### src/rtl/xc20xx_cfg_loader_if.sv
// ---------------------------------------------------------------------------
// xc20xx_cfg_loader_if
// Bundles the serial configuration pins and the frame-write bus of the
// XC20XX configuration loader.
//
//   CE, DIN      : serial side. DIN is consumed only in cycles where CE=1.
//   FRAME_DATA   : last completed frame, first-received bit in the MSB.
//   FRAME_ADDR   : 0-based index of the frame held in FRAME_DATA.
//   FRAME_WE     : one-cycle write strobe for FRAME_DATA/FRAME_ADDR.
//   LENGTH       : captured 24-bit length count (informational).
//   BUSY/DONE/ERR: loader status. DONE and ERR are sticky until reset.
//   STATE_DBG    : current loader state, for observation only.
//
// Handshake: FRAME_WE is a valid-only strobe. The configuration store is
// always ready, so a frame transfers in the single cycle FRAME_WE is high,
// and FRAME_DATA/FRAME_ADDR stay stable until the next strobe.
//
// modport master : the side that drives the bitstream (pins / testbench).
// modport slave  : the loader itself.
// ---------------------------------------------------------------------------
interface xc20xx_cfg_loader_if #(
  parameter int FRAME_BITS = 71,
  parameter int ADDR_W     = 6
);
  logic                  CE;
  logic                  DIN;
  logic [FRAME_BITS-1:0] FRAME_DATA;
  logic [ADDR_W-1:0]     FRAME_ADDR;
  logic                  FRAME_WE;
  logic [23:0]           LENGTH;
  logic                  BUSY;
  logic                  DONE;
  logic                  ERR;
  logic [2:0]            STATE_DBG;

  modport master (
    output CE, DIN,
    input  FRAME_DATA, FRAME_ADDR, FRAME_WE, LENGTH, BUSY, DONE, ERR, STATE_DBG
  );

  modport slave (
    input  CE, DIN,
    output FRAME_DATA, FRAME_ADDR, FRAME_WE, LENGTH, BUSY, DONE, ERR, STATE_DBG
  );
endinterface

### src/rtl/xc20xx_cfg_loader.sv
// ---------------------------------------------------------------------------
// xc20xx_cfg_loader
// Serial configuration controller for an XC20XX CLB array. It parses the
// bitstream (0010 preamble, 24-bit length count, framed data) one bit per
// enabled clock, and emits each checked frame as a parallel word with an
// address and a one-cycle write strobe for the configuration store.
//
// Ports:
//   K    : clock, all state updates on the rising edge.
//   RST  : asynchronous, active-high reset.
//   bus  : xc20xx_cfg_loader_if.slave (CE, DIN in; frame bus and status out).
//
// Frame format after the length count: start bit 0, FRAME_BITS data bits
// (MSB first), three stop bits of 1. Before frame 0 any number of 1s may
// stand in for the start bit; after frame 0 a 1 there is a framing error.
// ---------------------------------------------------------------------------
module xc20xx_cfg_loader #(
  parameter int FRAME_BITS = 71,
  parameter int NUM_FRAMES = 46,
  parameter int ADDR_W     = 6
) (
  input  logic                 K,
  input  logic                 RST,
  xc20xx_cfg_loader_if.slave   bus
);

  localparam logic [2:0] S_IDLE  = 3'd0;
  localparam logic [2:0] S_LEN   = 3'd1;
  localparam logic [2:0] S_START = 3'd2;
  localparam logic [2:0] S_DATA  = 3'd3;
  localparam logic [2:0] S_STOP  = 3'd4;
  localparam logic [2:0] S_DONE  = 3'd5;
  localparam logic [2:0] S_ERR   = 3'd6;

  localparam int               BW         = (FRAME_BITS > 1) ? $clog2(FRAME_BITS) : 1;
  localparam logic [BW-1:0]    BIT_LAST   = BW'(FRAME_BITS - 1);
  localparam logic [ADDR_W-1:0] FRAME_LAST = ADDR_W'(NUM_FRAMES - 1);

  logic [2:0]            state_q,      state_d;
  // Only the three most recent bits are kept: together with the incoming
  // DIN they form the 4-bit preamble window. Reset value 3'b111 is the
  // all-ones window, so nothing before the first real bits can match.
  logic [2:0]            win_q,        win_d;
  logic [4:0]            len_cnt_q,    len_cnt_d;
  logic [BW-1:0]         bit_cnt_q,    bit_cnt_d;
  logic [1:0]            stop_cnt_q,   stop_cnt_d;
  logic [ADDR_W-1:0]     frame_idx_q,  frame_idx_d;
  logic [FRAME_BITS-1:0] shift_q,      shift_d;
  logic [FRAME_BITS-1:0] frame_data_q, frame_data_d;
  logic [ADDR_W-1:0]     frame_addr_q, frame_addr_d;
  logic                  we_q,         we_d;
  logic [23:0]           length_q,     length_d;

  always_comb begin
    state_d      = state_q;
    win_d        = win_q;
    len_cnt_d    = len_cnt_q;
    bit_cnt_d    = bit_cnt_q;
    stop_cnt_d   = stop_cnt_q;
    frame_idx_d  = frame_idx_q;
    shift_d      = shift_q;
    frame_data_d = frame_data_q;
    frame_addr_d = frame_addr_q;
    length_d     = length_q;
    // The strobe is a pulse independent of CE.
    we_d         = 1'b0;

    if (bus.CE) begin
      case (state_q)
        S_IDLE: begin
          win_d = {win_q[1:0], bus.DIN};
          if ({win_q, bus.DIN} == 4'b0010) begin
            state_d   = S_LEN;
            len_cnt_d = '0;
          end
        end
        S_LEN: begin
          length_d = {length_q[22:0], bus.DIN};
          if (len_cnt_q == 5'd23) begin
            state_d = S_START;
          end else begin
            len_cnt_d = len_cnt_q + 5'd1;
          end
        end
        S_START: begin
          if (!bus.DIN) begin
            state_d   = S_DATA;
            bit_cnt_d = '0;
          end else if (frame_idx_q != '0) begin
            state_d = S_ERR;
          end
        end
        S_DATA: begin
          shift_d = {shift_q[FRAME_BITS-2:0], bus.DIN};
          if (bit_cnt_q == BIT_LAST) begin
            state_d    = S_STOP;
            stop_cnt_d = '0;
          end else begin
            bit_cnt_d = bit_cnt_q + BW'(1);
          end
        end
        S_STOP: begin
          if (!bus.DIN) begin
            state_d = S_ERR;
          end else if (stop_cnt_q == 2'd2) begin
            frame_data_d = shift_q;
            frame_addr_d = frame_idx_q;
            we_d         = 1'b1;
            frame_idx_d  = frame_idx_q + ADDR_W'(1);
            state_d      = (frame_idx_q == FRAME_LAST) ? S_DONE : S_START;
          end else begin
            stop_cnt_d = stop_cnt_q + 2'd1;
          end
        end
        // DONE and ERR absorb all further bits until reset.
        default: ;
      endcase
    end
  end

  always_ff @(posedge K or posedge RST) begin
    if (RST) begin
      state_q      <= S_IDLE;
      win_q        <= 3'b111;
      len_cnt_q    <= '0;
      bit_cnt_q    <= '0;
      stop_cnt_q   <= '0;
      frame_idx_q  <= '0;
      shift_q      <= '0;
      frame_data_q <= '0;
      frame_addr_q <= '0;
      we_q         <= 1'b0;
      length_q     <= '0;
    end else begin
      state_q      <= state_d;
      win_q        <= win_d;
      len_cnt_q    <= len_cnt_d;
      bit_cnt_q    <= bit_cnt_d;
      stop_cnt_q   <= stop_cnt_d;
      frame_idx_q  <= frame_idx_d;
      shift_q      <= shift_d;
      frame_data_q <= frame_data_d;
      frame_addr_q <= frame_addr_d;
      we_q         <= we_d;
      length_q     <= length_d;
    end
  end

  // Status is decoded from the registered state, so BUSY rises the cycle
  // after the preamble completes and DONE/ERR the cycle after the deciding
  // bit; DONE and ERR are distinct states and can never be high together.
  assign bus.BUSY       = (state_q == S_LEN) || (state_q == S_START) ||
                          (state_q == S_DATA) || (state_q == S_STOP);
  assign bus.DONE       = (state_q == S_DONE);
  assign bus.ERR        = (state_q == S_ERR);
  assign bus.FRAME_DATA = frame_data_q;
  assign bus.FRAME_ADDR = frame_addr_q;
  assign bus.FRAME_WE   = we_q;
  assign bus.LENGTH     = length_q;
  assign bus.STATE_DBG  = state_q;

endmodule

### src/flat_wrapper.sv
// flat-port wrapper written by rule: the top's interface ports become plain ports
module xc20xx_cfg_loader_flat 
#(
  parameter int FRAME_BITS = 71,
  parameter int NUM_FRAMES = 46,
  parameter int ADDR_W     = 6
)
  (K, RST, bus_CE, bus_DIN, bus_FRAME_DATA, bus_FRAME_ADDR, bus_FRAME_WE, bus_LENGTH, bus_BUSY, bus_DONE, bus_ERR, bus_STATE_DBG);
  xc20xx_cfg_loader_if #(.FRAME_BITS(FRAME_BITS), .ADDR_W(ADDR_W)) bus_i ();
  input  logic K;
  input  logic RST;
  input wire logic [$bits(bus_i.CE)-1:0] bus_CE;
  input wire logic [$bits(bus_i.DIN)-1:0] bus_DIN;
  output wire logic [$bits(bus_i.FRAME_DATA)-1:0] bus_FRAME_DATA;
  output wire logic [$bits(bus_i.FRAME_ADDR)-1:0] bus_FRAME_ADDR;
  output wire logic [$bits(bus_i.FRAME_WE)-1:0] bus_FRAME_WE;
  output wire logic [$bits(bus_i.LENGTH)-1:0] bus_LENGTH;
  output wire logic [$bits(bus_i.BUSY)-1:0] bus_BUSY;
  output wire logic [$bits(bus_i.DONE)-1:0] bus_DONE;
  output wire logic [$bits(bus_i.ERR)-1:0] bus_ERR;
  output wire logic [$bits(bus_i.STATE_DBG)-1:0] bus_STATE_DBG;
  assign bus_i.CE = bus_CE;
  assign bus_i.DIN = bus_DIN;
  assign bus_FRAME_DATA = bus_i.FRAME_DATA;
  assign bus_FRAME_ADDR = bus_i.FRAME_ADDR;
  assign bus_FRAME_WE = bus_i.FRAME_WE;
  assign bus_LENGTH = bus_i.LENGTH;
  assign bus_BUSY = bus_i.BUSY;
  assign bus_DONE = bus_i.DONE;
  assign bus_ERR = bus_i.ERR;
  assign bus_STATE_DBG = bus_i.STATE_DBG;
  xc20xx_cfg_loader #(.FRAME_BITS(FRAME_BITS), .NUM_FRAMES(NUM_FRAMES), .ADDR_W(ADDR_W)) u_core (.K(K), .RST(RST), .bus(bus_i));
endmodule
### config.mk
export PLATFORM = sky130hd
export DESIGN_NAME = xc20xx_cfg_loader_flat
export DESIGN_NICKNAME = d
export VERILOG_FILES = /design/src/rtl/xc20xx_cfg_loader_if.sv /design/src/rtl/xc20xx_cfg_loader.sv /design/src/flat_wrapper.sv
export SDC_FILE = /design/constraint.sdc
export NUM_CORES = 1
export LEC_CHECK = 0
export ABC_AREA = 0
export CAP_MARGIN = 20
export CELL_PAD_IN_SITES_DETAIL_PLACEMENT = 0
export CELL_PAD_IN_SITES_GLOBAL_PLACEMENT = 1
export CORE_MARGIN = 5
export CORE_UTILIZATION = 35
export CTS_BUF_LIST = sky130_fd_sc_hd__clkbuf_4
export CTS_CLUSTER_DIAMETER = 100
export CTS_CLUSTER_SIZE = 8
export DETAILED_ROUTE_END_ITERATION = 7
export DONT_BUFFER_PORTS = 1
export HOLD_SLACK_MARGIN = 0.15
export PLACE_DENSITY_LB_ADDON = 0.1
export SLEW_MARGIN = 10
export SYNTH_ARGS = -nofsm -noshare
export SYNTH_HDL_FRONTEND = slang
export SYNTH_SLANG_ARGS = --single-unit
### constraint.sdc
create_clock -name K -period 8.3 [get_ports K]
set_clock_uncertainty 0.15 [all_clocks]
set_input_delay 0.415 -clock K [delete_from_list [all_inputs] [get_ports K]]
set_output_delay 0.415 -clock K [all_outputs]
set_load 0.01 [all_outputs]
==> results of run 1 <==
cells in the mapped netlist, drive strengths merged (2+ instances only):
library cell / n
dfrtp: 196
nand2b: 9
clkbuf: 14
nor2: 10
nand4: 4
xnor2: 6
nor3: 5
buf: 19
o31ai: 5
or2: 2
nand2: 244
mux2: 98
and3b: 2
nand3: 4
mux2i: 2
a21oi: 5
a311o: 2
dfstp: 3
nor2b: 3
nor3b: 2
ha: 7
inv: 9
and2: 3
o21ai: 16
a22o: 3
what timing repair did:
| item | CTS | global route |
|---|---|---|
| hold buffers | 3 | 0 |
| gates resized for setup | 0 | 0 |
| setup buffers | 0 | 0 |
| hold endpoints to repair | 137 | 0 |
flip-flops by register name, summed over array words and instances (netlist names), 3 cells and up:
| name | flops |
|---|---|
| u_core.bus.FRAME_DATA | 71 |
| u_core.shift_q | 71 |
| u_core.len_cnt_q | 5 |
| u_core.frame_idx_q | 6 |
| u_core.bit_cnt_q | 7 |
| u_core.bus.LENGTH | 24 |
| u_core.bus.STATE_DBG | 3 |
| u_core.win_q | 3 |
| u_core.bus.FRAME_ADDR | 6 |
cells by family after synthesis:
group | after synthesis | share of synthesized area [%]
AO/OA/AOI/OAI | 39 | 3.18
XOR/XNOR | 7 | 0.772
adder cells (fa/ha/maj) | 7 | 1.10
buffers and inverters | 42 | 2.25
flip-flops | 199 | 62.7
multiplexers | 100 | 14.1
AND/OR/NAND/NOR | 296 | 15.8
metal layers:
| layer | share of wire [%] | GRT usage, % | up-vias |
|---|---|---|---|
| met5 | 0 | 0 | - |
| met3 | 5.9 | 4.21 | 11 |
| met4 | 1.0 | 3.95 | 0 |
| met2 | 48 | 19.7 | 73 |
| met1 | 46 | 16.9 | 2330 |
| li1 | - | - | 2254 |
power by group:
part	internal (mW)	switching (mW)	leakage [nW]
clock	0.133	0.338	0.122
combinational	0.122	0.145	1.55
sequential	1.04	0.0985	2.74
total	1.30	0.581	4.42
critical path, delay by kind of cell (launching register included):
kind	cells	cell delay [ns]
buffers and inverters	2	1.01
and+or+nand+nor	4	1.00
DFF	1	0.66
xor gates and xnor gates	1	0.15
per-stage QoR:
| stage | hold WS [ns] | power (mW) | setup WS, ns |
|---|---|---|---|
| 2_1_floorplan | 0.285 | 1.37 | 2.31 |
| 3_3_place_gp | 0.323 | 1.42 | 5.25 |
| 3_5_place_dp | 0.332 | 1.43 | 5.19 |
| 4_1_cts | 0.214 | 1.92 | 5.13 |
| 5_1_grt | 0.299 | 2.00 | 4.83 |
| 6_report | 0.258 | 1.88 | 5.23 |
area by class of cell:
cell class                      count  area, um^2  area share (%)
Sequential cell                   199        4980            58.7
Multi-Input combinational cell    449        2790            32.9
Tap cell                          285         357            4.20
Clock buffer                       20         150            1.77
Clock inverter                     12        92.6            1.09
Timing Repair Buffer                7        67.6           0.796
Inverter                            9        41.3           0.486
Antenna cell                        2        5.00          0.0590
path summary, 6_finish.rpt:
check	to	slack, ns	cells past startpoint
min in group asynchronous	u_core.bus.FRAME_DATA[35]$_DFFE_PP0P_	0.38	2
hold reg to reg	u_core.bus.FRAME_DATA[9]$_DFFE_PP0P_	0.34	2
setup / recovery	u_core.frame_idx_q[5]$_DFFE_PP0P_	5.23	7
max in group asynchronous	u_core.bus.FRAME_DATA[3]$_DFFE_PP0P_	6.11	3
setup reg to reg	u_core.frame_idx_q[5]$_DFFE_PP0P_	5.23	7
hold / removal	u_core.bus.FRAME_DATA[57]$_DFFE_PP0P_	0.26	4
==> impl_results.md, run 1 <==
* Status: finished clean
* Clock insertion delay at the later pin of the skew report at 0.56 ns
* Mapped Area at 7940 um^2
* Global Route Usage Sum at 12.7%
* Pre-antenna DRT Iters at 4
* Largest net degree at the start of global routing at between 100 and 150
* Critical R2R Launch: u_core.bus.STATE_DBG[0]$_DFFE_PP0P_
* RSZ-0062 raised after global routing: false
* Tcrit/Tclk final at 37.0%
* Maximum vdd drop at roughly 0.075 mV
* Fill cells at around 2300
* Setup TNS at 0 ns
* DIE WIDTH at around 160 um
* Number of flops mapped to enable cells by yosys at 0
* Die area at approximately 26000 um^2
* Dpl hpwl at 9770 um
* Vias per Instance at roughly 4.7
* Routed length per instance at ~16 um
* WS Path Type: flip-flop to flip-flop
* Rows at 55
* Primary FF master, synth: dfrtp_1
* CP peak stage delay at 0.66 ns
* Required time of the critical path at between 8 and 9 ns
* Synthesis-stage register bit count at roughly 200
* Fmax at roughly 0.33 GHz
* Leakage at about 4.4 nW
* Area contributors post-synth: dfrtp_1 (62%), mux2_2 (13%), nand2_1 (11%)
* Worst path cell trace: nor3b_2 -> nand4_1 -> inv_2 -> buf_4 -> nand4_1 -> nor2_1 -> xor2_1
* Yosys top cell area share at between 60 and 70%
* CP Max Fanout at 51
* Ys async rst share at 100%
* Area growth syn-to-layout at 6.85%
* DR vias at 4668
* DR DRC count at 0
* Endpoints failing setup at 0
* Core Region at between 20000 and 25000 um^2
* Slew Limit Headroom at between 30% and 40%
* Slew @ Worst Pin at just under 1 ns
* YS warnings at 0
* First-pass GRT wire length at about 27000 um
* Power Dens Cells at roughly 220 nW/um^2
* Initial core utilization at 35.3%
* CP startpoint: u_core.bus.STATE_DBG[0]$_DFFE_PP0P_
* Max-slew violations at 0
* Initial drt markers at 164
* Fin area at ~8500 um^2
* Hold_sp: bus_DIN
* Clock Path Buffers at 2
* Slowest cell on the critical path: dfrtp_1
* Worst Setup End Kind: flip-flop
* CP Data Arrival Time at about 3.4 ns
* Final hold violation count at 0
* Initial antenna violation count at 1
* Avg Inst Size Synth at about 12 um^2
* Final GP Congestion at between 0.7 and 0.8
* Commonest non-fill, non-tap cells in the layout: nand2_1 (242), dfrtp_1 (196), mux2_2 (89)
* Syn_nets at roughly 700
* I/O pin total at around 110
* Register area share after synthesis at ~63%
* Most common cell on crit path: nand4_1
* Layout Nets at slightly below 700
* Path type of the worst min-delay path: primary input to flip-flop
* CTS Buf Count at 17
* Mapped Cells at between 600 and 700
* Largest area contributor in the netlist: dfrtp_1
* Startpoint types: flip-flop
* Final Util at a little under two fifths
* Maxcap violations at 0
* CTS tree: built
* Crit path time final at around 3.1 ns
* Placed Area at around 8000 um^2
* Post-Route WL at about 16000 um
* I/O Buffers at 0
* Vias in the first global route at ~4900
* Clock Root Buffer: clkbuf_4
* Placed instance count at around 950
* Commonest non-fill, non-tap cell in the layout: nand2_1
* H-tree levels at 4
* Share of layout cells above drive strength 1 at between 10% and 20%
* Final cell count without fillers at approximately 980
* CTS sink cnt at 199
* Clock Pin Slew Worst Setup and Hold Paths at between 0.15 and 0.2 ns
* Routed Antenna Nets at 0
* Netlist cell types at 48
* Die height at between 150 and 200 um
* GR Overflow Total at 0
Note: power is estimated with default switching activity, not from simulation.
==> run 2: changes to the inputs <==
clock period = 3.1 ns   (was 8.3 ns; I/O delays follow)
==> run 2 against run 1 <==
Global-route usage rose by 0.24 points. Non-clock buffer count rose by 8. Combinational power rose to 2.8 times the previous value. Sequential power rose to 2.7 times the previous value.
==> impl_results.md, run 2 (synthesis gave the netlist of run 1 again) <==
* Slew Limit Headroom at roughly 44%
* Pre-antenna DRT Iters at 4
* Final GP Congestion at around 0.77
* DR DRC count at 0
* Maximum vdd drop at between 0.2 and 0.25 mV
* Slew @ Worst Pin at 0.843 ns
* Setup WS post-layout at 0.367 ns
* Worst path cell trace: nor3b_2 -> inv_2 -> nor2_2 -> buf_4 -> mux2_1 -> dlygate4sd3_1
* Core Region at about 23000 um^2
* DIE WIDTH at 161 um
* Worst Setup End Kind: flip-flop
* Initial drt markers at roughly 220
* Final hold violation count at 0
* CTS sink cnt at 199
* Power Dens Cells at between 600 and 700 nW/um^2
* CP bufs+invs at 3
* Layout Nets at 702
* DP Worst Slack at around 0.6 ns
* Maxcap violations at 0
* DR vias at approximately 4700
* Crit path time final at roughly 2.7 ns
* Clock insertion delay at the later pin of the skew report at ~0.56 ns
* Share of layout cells above drive strength 1 at about a fifth
* Total Power at approximately 5.3 mW
* Die area at roughly 26000 um^2
* Worst r2r dst: u_core.bus.LENGTH[0]$_DFFE_PP0P_
* Final cell count without fillers at 990
* Initial core utilization at between 30% and 40%
* Die height at ~160 um
* Vias per Instance at 4.78
* Vias in the first global route at 4957
* I/O pin total at 112
* R2R cell count at 6
* Clock Pin Slew Worst Setup and Hold Paths at around 0.19 ns
* Reg2reg setup slack at around 0.37 ns
* Critical R2R Launch: u_core.bus.STATE_DBG[0]$_DFFE_PP0P_
* Slowest cell on the critical path: dfrtp_2
* CTS tree: built
* CP Data Arrival Time at ~3.1 ns
* Fmax at roughly 0.37 GHz
* Routed length per instance at around 16 um
* Clock Root Buffer: clkbuf_4
* Dpl hpwl at a little over 10000 um
* Fill cells at 2182
* CP delay by family, top: buffers and inverters
* Clock Path Buffers at 2
* Startpoint types: flip-flop
* WHS Path Cells at 2
* First-pass GRT wire length at ~27000 um
* I/O Buffers at 0
* Hold_sp: u_core.shift_q[51]$_DFFE_PP0P_
* Setup TNS at 0 ns
* CP peak stage delay at ~0.65 ns
* WS Path Type: flip-flop to flip-flop
* Endpoints failing setup at 0
* Routed Antenna Nets at 0
* Initial antenna violation count at 1
* Largest net degree at the start of global routing at 80
* Placed instance count at approximately 950
* Post-Route WL at about 16000 um
* Hold endpoint: u_core.bus.FRAME_DATA[51]$_DFFE_PP0P_
* Commonest non-fill, non-tap cells in the layout: nand2_1 (242), dfrtp_1 (195), mux2_2 (89)
* Leakage at roughly 4.5 nW
* GR Overflow Total at 0
* RSZ-0062 raised after global routing: false
* Commonest non-fill, non-tap cell in the layout: nand2_1
* Global Route Usage Sum at between 10 and 15%
* Path type of the worst min-delay path: flip-flop to flip-flop
* CTS Buf Count at 17
* Status: finished clean
* Placed Area at slightly above 8000 um^2
* Required time of the critical path at 3.41 ns
* CP Max Fanout at 24
* H-tree levels at 4
* Area growth syn-to-layout at 9.32%
* Tcrit/Tclk final at around nine tenths
* Rows at 55
* Fin area at 8680 um^2
* Max-slew violations at 0
-- run 2: cell count changes in the layout (fill, tap and decap cells not counted), moves of 2 or more --
cell / before / now
inv_8: 2 / 4
clkinv_4: 0 / 4
dlygate4sd3_1: 3 / 5
buf_12: 0 / 6
clkinvlp_4: 5 / 2
clkinv_8: 0 / 3
inv_6: 4 / 2
clkbuf_4: 20 / 17
-- run 2: worst register-to-register path, stage by stage, from the launching register on --
cell           delay, ns
dfrtp_2             0.65
nor3b_2             0.42
inv_2               0.12
nor2_2              0.10
buf_4               0.30
mux2_1              0.35
dlygate4sd3_1       0.55
-- run 2: per-stage QoR --
step / util, % / hold slack [ns]
finish: 38.6 / 0.357
global placement: 36.9 / 0.0521
global route: 38.6 / 0.346
CTS: 38.6 / 0.335
detailed placement: 36.9 / 0.0592
floorplan: - / 0.285
-- run 2: final cells by class --
type,instances,area (um^2),area share [%]
antenna,1,2.50,0.0288
clock buffer,17,128,1.47
tap,285,357,4.11
multi-input combinational,449,2790,32.1
timing repair buffer,15,200,2.31
sequential,199,4980,57.4
inverter,9,37.5,0.432
clock inverter,15,184,2.12
-- run 2: power by group --
part / total, mW / internal [mW] / switching (mW)
Combinational: 0.750 / 0.351 / 0.399
Sequential: 3.07 / 2.80 / 0.275
Clock: 1.44 / 0.450 / 0.993
-- run 2: worst max-delay path by stage --
stage / from / endpoint / slack [ns] / cells after the start
after global placement: u_core.bus.STATE_DBG[0]$_DFFE_PP0P_ / u_core.bus.STATE_DBG[0]$_DFFE_PP0P_ / 0.69 / 5
final: u_core.bus.STATE_DBG[0]$_DFFE_PP0P_ / u_core.bus.LENGTH[0]$_DFFE_PP0P_ / 0.37 / 6
after floorplan: RST / u_core.bit_cnt_q[0]$_DFFE_PP0P_ / 0.22 / 1
after detailed placement: u_core.bus.STATE_DBG[1]$_DFFE_PP0P_ / u_core.shift_q[34]$_DFFE_PP0P_ / 0.61 / 5
after CTS: u_core.bus.STATE_DBG[0]$_DFFE_PP0P_ / u_core.bus.LENGTH[0]$_DFFE_PP0P_ / 0.12 / 6
after global routing: u_core.bus.STATE_DBG[0]$_DFFE_PP0P_ / u_core.bus.LENGTH[0]$_DFFE_PP0P_ / 0.23 / 6
-- run 2: what timing repair did --
item                                    4_1_cts  5_1_grt
endpoints found under the setup margin        0        1
hold buffers                                  6        0
endpoints found under the hold margin       363        0
gates resized for setup                       0        1
buffers inserted                              0        0
-- run 2: metal layers --
| metal | global-route usage, % | part of all wire [%] | wire length (um) | vias to the layer above |
|---|---|---|---|---|
| met5 | 0 | 0 | 0 | - |
| met4 | 3.29 | 0.47 | 76 | 0 |
| met3 | 4.44 | 5.4 | 860 | 6 |
| met2 | 20.7 | 48 | 7760 | 77 |
| met1 | 16.8 | 46 | 7370 | 2377 |
| li1 | - | - | - | 2271 |
==> run 3: changes to the inputs <==
ABC_AREA = 1   (was 0)
==> run 3 against run 2 <==
Sequential cell count is the same. Register-to-register slack lost 0.04 ns. Sequential share of layout area grew 0.50 points. Largest power group unchanged. Critical endpoint is now u_core.stop_cnt_q[1]$_DFFE_PP0P_.
==> impl_results.md, run 3 <==
* Vias in the first global route at 5321
* Dpl hpwl at between 10000 and 15000 um
* DR vias at 5431
* Setup Fix Bufs, Post-CTS at 0
* WS Path Type: flip-flop to flip-flop
* Placed Area at ~8000 um^2
* Final GP Congestion at roughly 0.8
* Critical R2R Launch: u_core.bus.STATE_DBG[1]$_DFFE_PP0P_
* Share of layout cells above drive strength 1 at slightly below 7%
* Power Dens Cells at 776 nW/um^2
* Commonest non-fill, non-tap cells in the layout: nand2_1 (282), dfrtp_1 (196), o21ai_0 (76)
* Initial antenna violation count at 1
* Path type of the worst min-delay path: primary input to flip-flop
* Metal2 WL at 7470 um
* I/O pin total at 112
* Switching Fraction at a little under two fifths
* Hold WS at roughly 0.23 ns
* Commonest non-fill, non-tap cell in the layout: nand2_1
* Hold endpoint: u_core.stop_cnt_q[0]$_DFFE_PP0P_
* Largest net degree at the start of global routing at between 100 and 150
* Final Util at about two fifths
* Global Route Usage Sum at a little over an eighth
* I/O Buffers at 0
* First-pass GRT wire length at between 20000 and 30000 um
* Netlist cell types at 30
* Number of flops mapped to enable cells by yosys at 0
* CTS Buf Count at 17
* Ys async rst share at 100%
* Clk pwr share at 19.9%
* Clock insertion delay at the later pin of the skew report at around 0.57 ns
* Worst r2r dst: u_core.stop_cnt_q[1]$_DFFE_PP0P_
* Wire length on met1 at 7950 um
* Yosys top cell area share at about three fifths
* CP peak stage delay at between 0.6 and 0.7 ns
* Vias per Instance at between 4 and 5
* DR DRC count at 0
* Final cell count without fillers at about 1200
* Core Region at between 20000 and 25000 um^2
* CP Data Arrival Time at between 3 and 4 ns
* Power Internal at 4.17 mW
* CTS tree: built
* Die height at between 150 and 200 um
* Initial core utilization at a little over a third
* Clock Path Buffers at 2
* CP delay by family, top: buffers and inverters
* Hold_sp: bus_DIN
* Most common cell on crit path: nand2_1
* Seq pwr share at 59.0%
* DIE WIDTH at about 160 um
* Maxcap violations at 0
* Highest metal used: met4
* Mapped Cells at 880
* Mapped Area at approximately 8000 um^2
* Status: finished clean
* Placed instance count at ~1100
* Routed Antenna Nets at 0
* Rows at 55
* Initial drt markers at roughly 300
* Sw power at ~2.5 mW
* Total Power at between 6 and 7 mW
* YS warnings at 0
* Slew @ Worst Pin at just over 0.7 ns
* Setup TNS at 0 ns
* Area contributors post-synth: dfrtp_1 (61%), nand2_1 (13%), o21ai_0 (4.7%)
* Largest area contributor in the netlist: dfrtp_1
* Max-slew violations at 0
* Layout Nets at approximately 900
* Endpoints failing setup at 0
* Post-Route WL at 16800 um
* Synth cell count leaders: nand2_1 (282), dfrtp_1 (196), o21ai_0 (76)
* DR WL met3 at approximately 1100 um
* Leakage at 4.44 nW
* Crit path time final at 2.77 ns
* Tcrit/Tclk final at about nine tenths
* Area growth syn-to-layout at 7.17%
* Required time of the critical path at 3.42 ns
* Synthesis-stage register bit count at 199
* CP bufs+invs at 3
* Combinational share of power at 21.1%
* DP Worst Slack at approximately 0.75 ns
* Fin area at 8610 um^2
* Post-CTS resize count at 0
* RSZ-0062 raised after global routing: false
* Reg2reg setup slack at 0.33 ns
* Slowest cell on the critical path: dfrtp_1
* CTS sink cnt at about 200
* Startpoint types: flip-flop
* R2R cell count at 9
* Worst Setup End Kind: flip-flop
* Setup WS post-layout at 0.327 ns
* Final hold violation count at 0
* Top-count cell post-synth: nand2_1
* Fmax at approximately 0.36 GHz
* CP Max Fanout at 9
* Slew Limit Headroom at 52.4%
* H-tree levels at 4
* Worst path cell trace: nand3_4 -> inv_4 -> nand2_1 -> nand2_1 -> nor2_1 -> dlygate4sd3_1 -> nand2_1 -> nand2_1 -> dlygate4sd3_1
* Routed length per instance at about 14 um
* Avg Inst Size Synth at between 9 and 10 um^2
* Primary FF master, synth: dfrtp_1
* Maximum vdd drop at ~0.24 mV
* GR Overflow Total at 0
* Pre-antenna DRT Iters at 4
* Syn_nets at 891
* Register area share after synthesis at between 60 and 70%
* Clock Pin Slew Worst Setup and Hold Paths at between 0.15 and 0.2 ns
* Die area at about 26000 um^2
* Clock Root Buffer: clkbuf_4
* WHS Path Cells at 5
run 3: worst max path at each step:
stage | from | end | slack [ns] | depth (start not counted)
after floorplan | RST | u_core.bit_cnt_q[0]$_DFFE_PP0P_ | 0.22 | 1
after global placement | u_core.bus.STATE_DBG[1]$_DFFE_PP0P_ | u_core.bus.FRAME_DATA[11]$_DFFE_PP0P_ | 0.90 | 6
after detailed placement | u_core.bus.STATE_DBG[1]$_DFFE_PP0P_ | u_core.bus.FRAME_ADDR[1]$_DFFE_PP0P_ | 0.75 | 6
after CTS | u_core.bus.STATE_DBG[1]$_DFFE_PP0P_ | u_core.stop_cnt_q[1]$_DFFE_PP0P_ | 0.33 | 9
after global routing | u_core.bus.STATE_DBG[1]$_DFFE_PP0P_ | u_core.stop_cnt_q[1]$_DFFE_PP0P_ | 0.22 | 9
final | u_core.bus.STATE_DBG[1]$_DFFE_PP0P_ | u_core.stop_cnt_q[1]$_DFFE_PP0P_ | 0.33 | 9
run 3: cell families (layout without fill, tap and decap cells):
family	after synthesis	count (layout)	synth area share (%)
AOI/OAI and AO/OA	150	150	9.38
xor gates and xnor gates	7	7	0.763
adders and majority gates	7	7	1.09
buffers and inverters	122	126	6.73
DFF	199	199	62.1
muxes	2	2	0.280
other	0	1	0
and+or+nand+nor	393	393	19.7
run 3: metal layers:
metal / up-vias / global-route usage, %
met3: 16 / 4.90
met2: 100 / 20.4
li1: 2733 / -
met4: 0 / 4.58
met5: - / 0
met1: 2582 / 17.3
run 3: what timing repair did:
action,in CTS,in global routing
endpoints found under the setup margin,0,0
hold buffers,7,0
endpoints found under the hold margin,320,0
run 3: worst min-delay path, cell delays in order:
cell and delay [ns]:
nand3_1 0.06, nor2_1 0.04, dlygate4sd3_1 0.56, nand2_1 0.06
nand2_1 0.05
run 3: final cells by class:
class | count | area, um^2
fillers | 2257 | 14000
flip-flops and latches | 199 | 4980
multi-input cells | 559 | 2510
well taps | 285 | 357
inverters | 79 | 307
repair buffers | 15 | 183
clock buffers | 18 | 135
clock inverters | 14 | 133
diodes | 1 | 2.50
run 3: power by group through the flow:
| stage | clock [mW] | combinational (mW) | sequential (mW) |
|---|---|---|---|
| 2_1_floorplan | 0 | 1.22 | 3.82 |
| 3_3_place_gp | 0 | 1.36 | 4.00 |
| 3_5_place_dp | 0 | 1.42 | 4.01 |
| 4_1_cts | 1.41 | 1.44 | 3.96 |
| 5_1_grt | 1.50 | 1.68 | 4.04 |
| 6_report | 1.33 | 1.41 | 3.94 |
